File: config.mk
export PLATFORM = sky130hd
export DESIGN_NAME = rx_demux
export DESIGN_NICKNAME = d
export VERILOG_FILES = /design/src/rtl/rx_demux.sv
export SDC_FILE = /design/constraint.sdc
export NUM_CORES = 1
export LEC_CHECK = 0
export ABC_AREA = 1
export BUFFER_PORTS_ARGS = -buffer_cell sky130_fd_sc_hd__buf_4
export CAP_MARGIN = 20
export CORE_MARGIN = 1
export CORE_UTILIZATION = 55
export CTS_CLUSTER_DIAMETER = 50
export DETAILED_ROUTE_END_ITERATION = 7
export PLACE_DENSITY = 0.85
export SLEW_MARGIN = 20
export SYNTH_ARGS = -nofsm -noshare
export SYNTH_HDL_FRONTEND = slang
export SYNTH_SLANG_ARGS = --single-unit
File: constraint.sdc
create_clock -name clk -period 2.8 [get_ports clk]
set_input_delay 0.28 -clock clk [delete_from_list [all_inputs] [get_ports clk]]
set_output_delay 0.28 -clock clk [all_outputs]
set_load 0.01 [all_outputs]
File: src/rtl/rx_demux.sv
// Receive-side demultiplexer: strips STP/SDP/END/EDB framing from the unstriped
// byte stream and steers payload onto separate TLP and DLLP channels.
module rx_demux #(
  parameter logic [7:0]  STP     = 8'hFB,
  parameter logic [7:0]  SDP     = 8'h5C,
  parameter logic [7:0]  END     = 8'hFD,
  parameter logic [7:0]  EDB     = 8'hFE,
  parameter int unsigned MAX_TLP = 64
) (
  input  logic       clk,
  input  logic       reset_L,
  input  logic [7:0] fromUnstrip,
  output logic [7:0] tlp_data,
  output logic       tlp_valid,
  output logic       tlp_sop,
  output logic       tlp_eop,
  output logic [7:0] dllp_data,
  output logic       dllp_valid,
  output logic       dllp_sop,
  output logic       dllp_eop,
  output logic       nullify,
  output logic       pkt_err,
  output logic [7:0] tlp_cnt,
  output logic [7:0] dllp_cnt
);

  typedef enum logic [1:0] {IDLE, TLP, DLLP} state_t;

  state_t     state, state_nx;
  logic [7:0] hold;
  logic [6:0] cnt;

  logic is_stp, is_sdp, is_end, is_edb, is_frame, has_byte, overflow;
  logic emit, emit_eop, err, nul, capture, good;

  assign is_stp   = (fromUnstrip == STP);
  assign is_sdp   = (fromUnstrip == SDP);
  assign is_end   = (fromUnstrip == END);
  assign is_edb   = (fromUnstrip == EDB);
  assign is_frame = is_stp | is_sdp | is_end | is_edb;
  // The hold register is occupied exactly when at least one byte was captured.
  assign has_byte = (cnt != '0);
  assign overflow = (state == TLP) && !is_frame && (32'(cnt) == MAX_TLP);

  always_ff @(posedge clk or negedge reset_L) begin
    if (!reset_L) state <= IDLE;
    else          state <= state_nx;
  end

  always_comb begin
    state_nx = state;
    if (is_stp)                 state_nx = TLP;
    else if (is_sdp)            state_nx = DLLP;
    else if (state != IDLE) begin
      if (is_end || is_edb || overflow) state_nx = IDLE;
    end
  end

  always_comb begin
    emit     = 1'b0;
    emit_eop = 1'b0;
    err      = 1'b0;
    nul      = 1'b0;
    capture  = 1'b0;
    good     = 1'b0;
    if (state != IDLE) begin
      if (is_stp || is_sdp) begin
        emit     = has_byte;
        emit_eop = 1'b1;
        err      = 1'b1;
      end else if (is_end) begin
        if (!has_byte) begin
          err = 1'b1;
        end else begin
          emit     = 1'b1;
          emit_eop = 1'b1;
          if (state == DLLP && cnt != 7'd6) err  = 1'b1;
          else                              good = 1'b1;
        end
      end else if (is_edb) begin
        if (!has_byte) begin
          err = 1'b1;
        end else begin
          emit     = 1'b1;
          emit_eop = 1'b1;
          nul      = 1'b1;
        end
      end else if (overflow) begin
        emit     = 1'b1;
        emit_eop = 1'b1;
        err      = 1'b1;
      end else begin
        emit    = has_byte;
        capture = 1'b1;
      end
    end
  end

  always_ff @(posedge clk or negedge reset_L) begin
    if (!reset_L) begin
      hold <= '0;
      cnt  <= '0;
    end else begin
      if (capture) hold <= fromUnstrip;
      if (is_stp || is_sdp)      cnt <= '0;
      else if (capture)          cnt <= cnt + 7'd1;
      else if (state_nx == IDLE) cnt <= '0;
    end
  end

  // The emitted byte is byte number cnt of the packet, so sop is simply cnt==1.
  always_ff @(posedge clk or negedge reset_L) begin
    if (!reset_L) begin
      tlp_data   <= '0;
      tlp_valid  <= 1'b0;
      tlp_sop    <= 1'b0;
      tlp_eop    <= 1'b0;
      dllp_data  <= '0;
      dllp_valid <= 1'b0;
      dllp_sop   <= 1'b0;
      dllp_eop   <= 1'b0;
      nullify    <= 1'b0;
      pkt_err    <= 1'b0;
      tlp_cnt    <= '0;
      dllp_cnt   <= '0;
    end else begin
      tlp_valid  <= emit && (state == TLP);
      tlp_sop    <= emit && (state == TLP) && (cnt == 7'd1);
      tlp_eop    <= emit && emit_eop && (state == TLP);
      dllp_valid <= emit && (state == DLLP);
      dllp_sop   <= emit && (state == DLLP) && (cnt == 7'd1);
      dllp_eop   <= emit && emit_eop && (state == DLLP);
      nullify    <= nul;
      pkt_err    <= err;
      if (emit && state == TLP)  tlp_data  <= hold;
      if (emit && state == DLLP) dllp_data <= hold;
      if (good && state == TLP)  tlp_cnt   <= tlp_cnt + 8'd1;
      if (good && state == DLLP) dllp_cnt  <= dllp_cnt + 8'd1;
    end
  end

endmodule

==> metrics.txt <==
PortBufs 49; R2R cell count 8; placed cells 402; GRT Residual Overflow 0; Sink Count 57; Num CTS Buffers 9; Placement Cell Area 0.00304 mm^2; unrepaired setup endpoints after global routing no; number of global-route vias before repair 2,057; Slowest-stage cell, CP dfrtp_1; Setup TNS 0 ns; cts repair resizes 0; Reg clk slew, reported paths 0.06 ns; post-synthesis share of cell area spent on and, or, nand and nor gates 22.9%; Worst R2R Setup Slack 1.03 ns; DRT Wirelength 5.22 mm; Tightest Hold Check Type primary input to asynchronous set/reset pin; status complete, but fails checks; clock power share 33.8%; reg2reg end hold[7]; die height 71.2 um; CTS tree yes; filler cell count 343; WL/cell 12.5 um; adder-cell area share of the yosys netlist 2.85%; Post-CTS Setup Bufs 0; Critical R2R Launch cnt[0]; CP Buf/Inv Count 1; crit path max fanout 23; Mapped Nets 322; Tmin final 1.77 ns; CP Cell Sequence inv_1 -> ha_1 -> nand2_1 -> nor2_1 -> nand3_1 -> nand3_2 -> nand2_1 -> o21ai_1; share of cells above drive strength 1 21.6%; Layout Cells excl Fill 418; Synth Instances 306; switching pwr 0.000635 W; switching part of the total power 28.9%; final worst slack 1.03 ns; Logic pwr share 19.2%; Setup Skew 0.00639 ns; Synth-to-Final Area Change 22.6%; antenna-violating nets left 0; CP Launch Type register; P_leak 1.69 nW; synthesized area per cell 8.61 um^2; Top Ports 50; Initial Util 58.9%; WP data required 3.00 ns; internal power 0.00156 W; Pins Over Slew Limit 0; f_max 566 MHz; DRC marker count from the first detailed-route iteration 122; DRC Markers 6; # H-tree levels 3; Worst Tran Pin Value 0.681 ns; cell mode on critical path nand2_1; sequential power share 47.0%; clock buffer depth 2; area share of xor/xnor cells in the synthesized design 4.99%; Setup-failing EPs final 0; largest net degree at the start of global routing 58; initial antenna violation count 0; Vias/cell 5.11; Final Hold Viols 0; design area 0.00323 mm^2; register area share after synthesis 54.1%; clock latency at the later pin of the worst-skew pair 0.33 ns; worst path arrival time 1.96 ns; Post-DP HPWL 3.61 mm; kind of critical path register to register; GP Congestion 0.929; CORE AREA 0.00447 mm^2; maximum vdd ir drop 0.323 mV; complex-gate fraction of the synthesized area 7.50%; Via Count 2,137; dpl ws 1.05 ns; Synthesis Warnings 0; first-pass GRT wire length 9.06 mm; fin crit share 63.1%; hold buffer count at cts 0; Distinct cells, synth 24; critical path's largest stage delay 0.42 ns; dominant combinational cell family by area after synthesis simple AND/OR/NAND/NOR gates; drt first pass iters 6; # Max-Cap Violations 0; antenna fix cells 0; critical path's top delay family simple AND/OR/NAND/NOR gates; Crit path depth 8; critical path endpoint category register; GRT Total Usage 23.6%; PD cells 680 mW/mm^2; Post-Syn Area 0.00264 mm^2; Seq cells post-synth 57; clock root buffer clkbuf_8; overall power 0.00220 W; die width 71.2 um; die area 0.00507 mm^2; relative slew slack 54.6%; mux cell area share after synthesis 0%; failing checks DRC; Final Net Count 377; count of standard-cell rows 24
## metrics by stage
step / hold WS, ns / util [%]
global placement: 0.363 / 68.0
CTS: 0.0154 / 72.2
floorplan: -0.0156 / -
finish: 0.000343 / 72.2
detailed placement: 0.369 / 68.0
global route: 0.0524 / 72.2
## state kept, by name, summed over array words and instances (netlist names), 2 cells and up
signal	flops
dllp_cnt	8
tlp_data	8
cnt	7
state	2
dllp_data	8
tlp_cnt	8
hold	8
## metal layers
layer	share of wire (%)	vias up	routed length, um	track usage (%)
li1	-	1075	-	-
met1	43	998	2240	28.6
met2	51	55	2650	40.0
met3	5.1	9	267	7.17
met4	1.4	0	71	8.44
met5	0	-	0	0
## power by group through the flow
stage	clock, W	combinational, W	sequential [W]
after CTS	0.000751	0.000428	0.00103
after floorplan	0	0.000216	0.00106
after detailed placement	0	0.000424	0.00104
after global routing	0.000802	0.000480	0.00104
after global placement	0	0.000406	0.00104
final	0.000741	0.000422	0.00103
## layout make-up
| class | count | area, um^2 | area share [%] |
|---|---|---|---|
| Clock buffer | 13 | 149 | 4.61 |
| Timing Repair Buffer | 49 | 368 | 11.4 |
| Sequential cell | 57 | 1430 | 44.2 |
| Tap cell | 52 | 65.1 | 2.01 |
| Inverter | 46 | 173 | 5.35 |
| Clock inverter | 3 | 40.0 | 1.24 |
| Multi-Input combinational cell | 198 | 1010 | 31.2 |
## synth_stat cells (all sizes together)
| cell | number | area (um^2) |
|---|---|---|
| a21boi | 1 | 7.51 |
| a21oi | 4 | 20.0 |
| buf | 5 | 27.5 |
| dfrtp | 57 | 1430 |
| ha | 6 | 75.1 |
| inv | 46 | 173 |
| nand2 | 78 | 295 |
| nand3 | 20 | 105 |
| nand4 | 4 | 31.3 |
| nor2 | 27 | 121 |
| nor3 | 8 | 45.0 |
| nor4 | 1 | 6.26 |
| o21ai | 34 | 170 |
| xnor2 | 8 | 70.1 |
| xor2 | 7 | 61.3 |
## layout by cell type, fill, tap and decap left out
master and instances:
ha_1 6, xor2_1 7, o21ai_1 20, nand4_2 1, nor4_1 1, bufinv_16 1, a21oi_1 4, nor3_2 1
clkinv_2 2, clkbuf_1 3, a21boi_0 1, nand3_2 1, nand4_1 3, inv_2 7, buf_4 49, inv_1 39
clkbuf_8 10, nand2_2 1, nor2_1 21, nor3_1 7, xnor2_1 8, dfrtp_1 57, nand2_1 77, nor2_4 1
nand3_1 19, o21ai_0 14, nor2_2 5
## cells by family after synthesis
logic type,Yosys count
DFF,57
and+or+nand+nor,138
AOI/OAI and AO/OA,39
xor gates and xnor gates,15
buffers and inverters,51
adders and majority gates,6
## worst max-delay path by stage
stage                     slack [ns]     endpoint      startpoint
after detailed placement        1.05       cnt[2]          cnt[0]
after CTS                       1.01      hold[7]          cnt[0]
after floorplan                 1.34  tlp_data[1]          cnt[0]
after global placement          1.11       cnt[3]  fromUnstrip[6]
after global routing            0.84      hold[7]          cnt[0]
final                           1.03      hold[7]          cnt[0]
(Power assumes the default switching activity.)
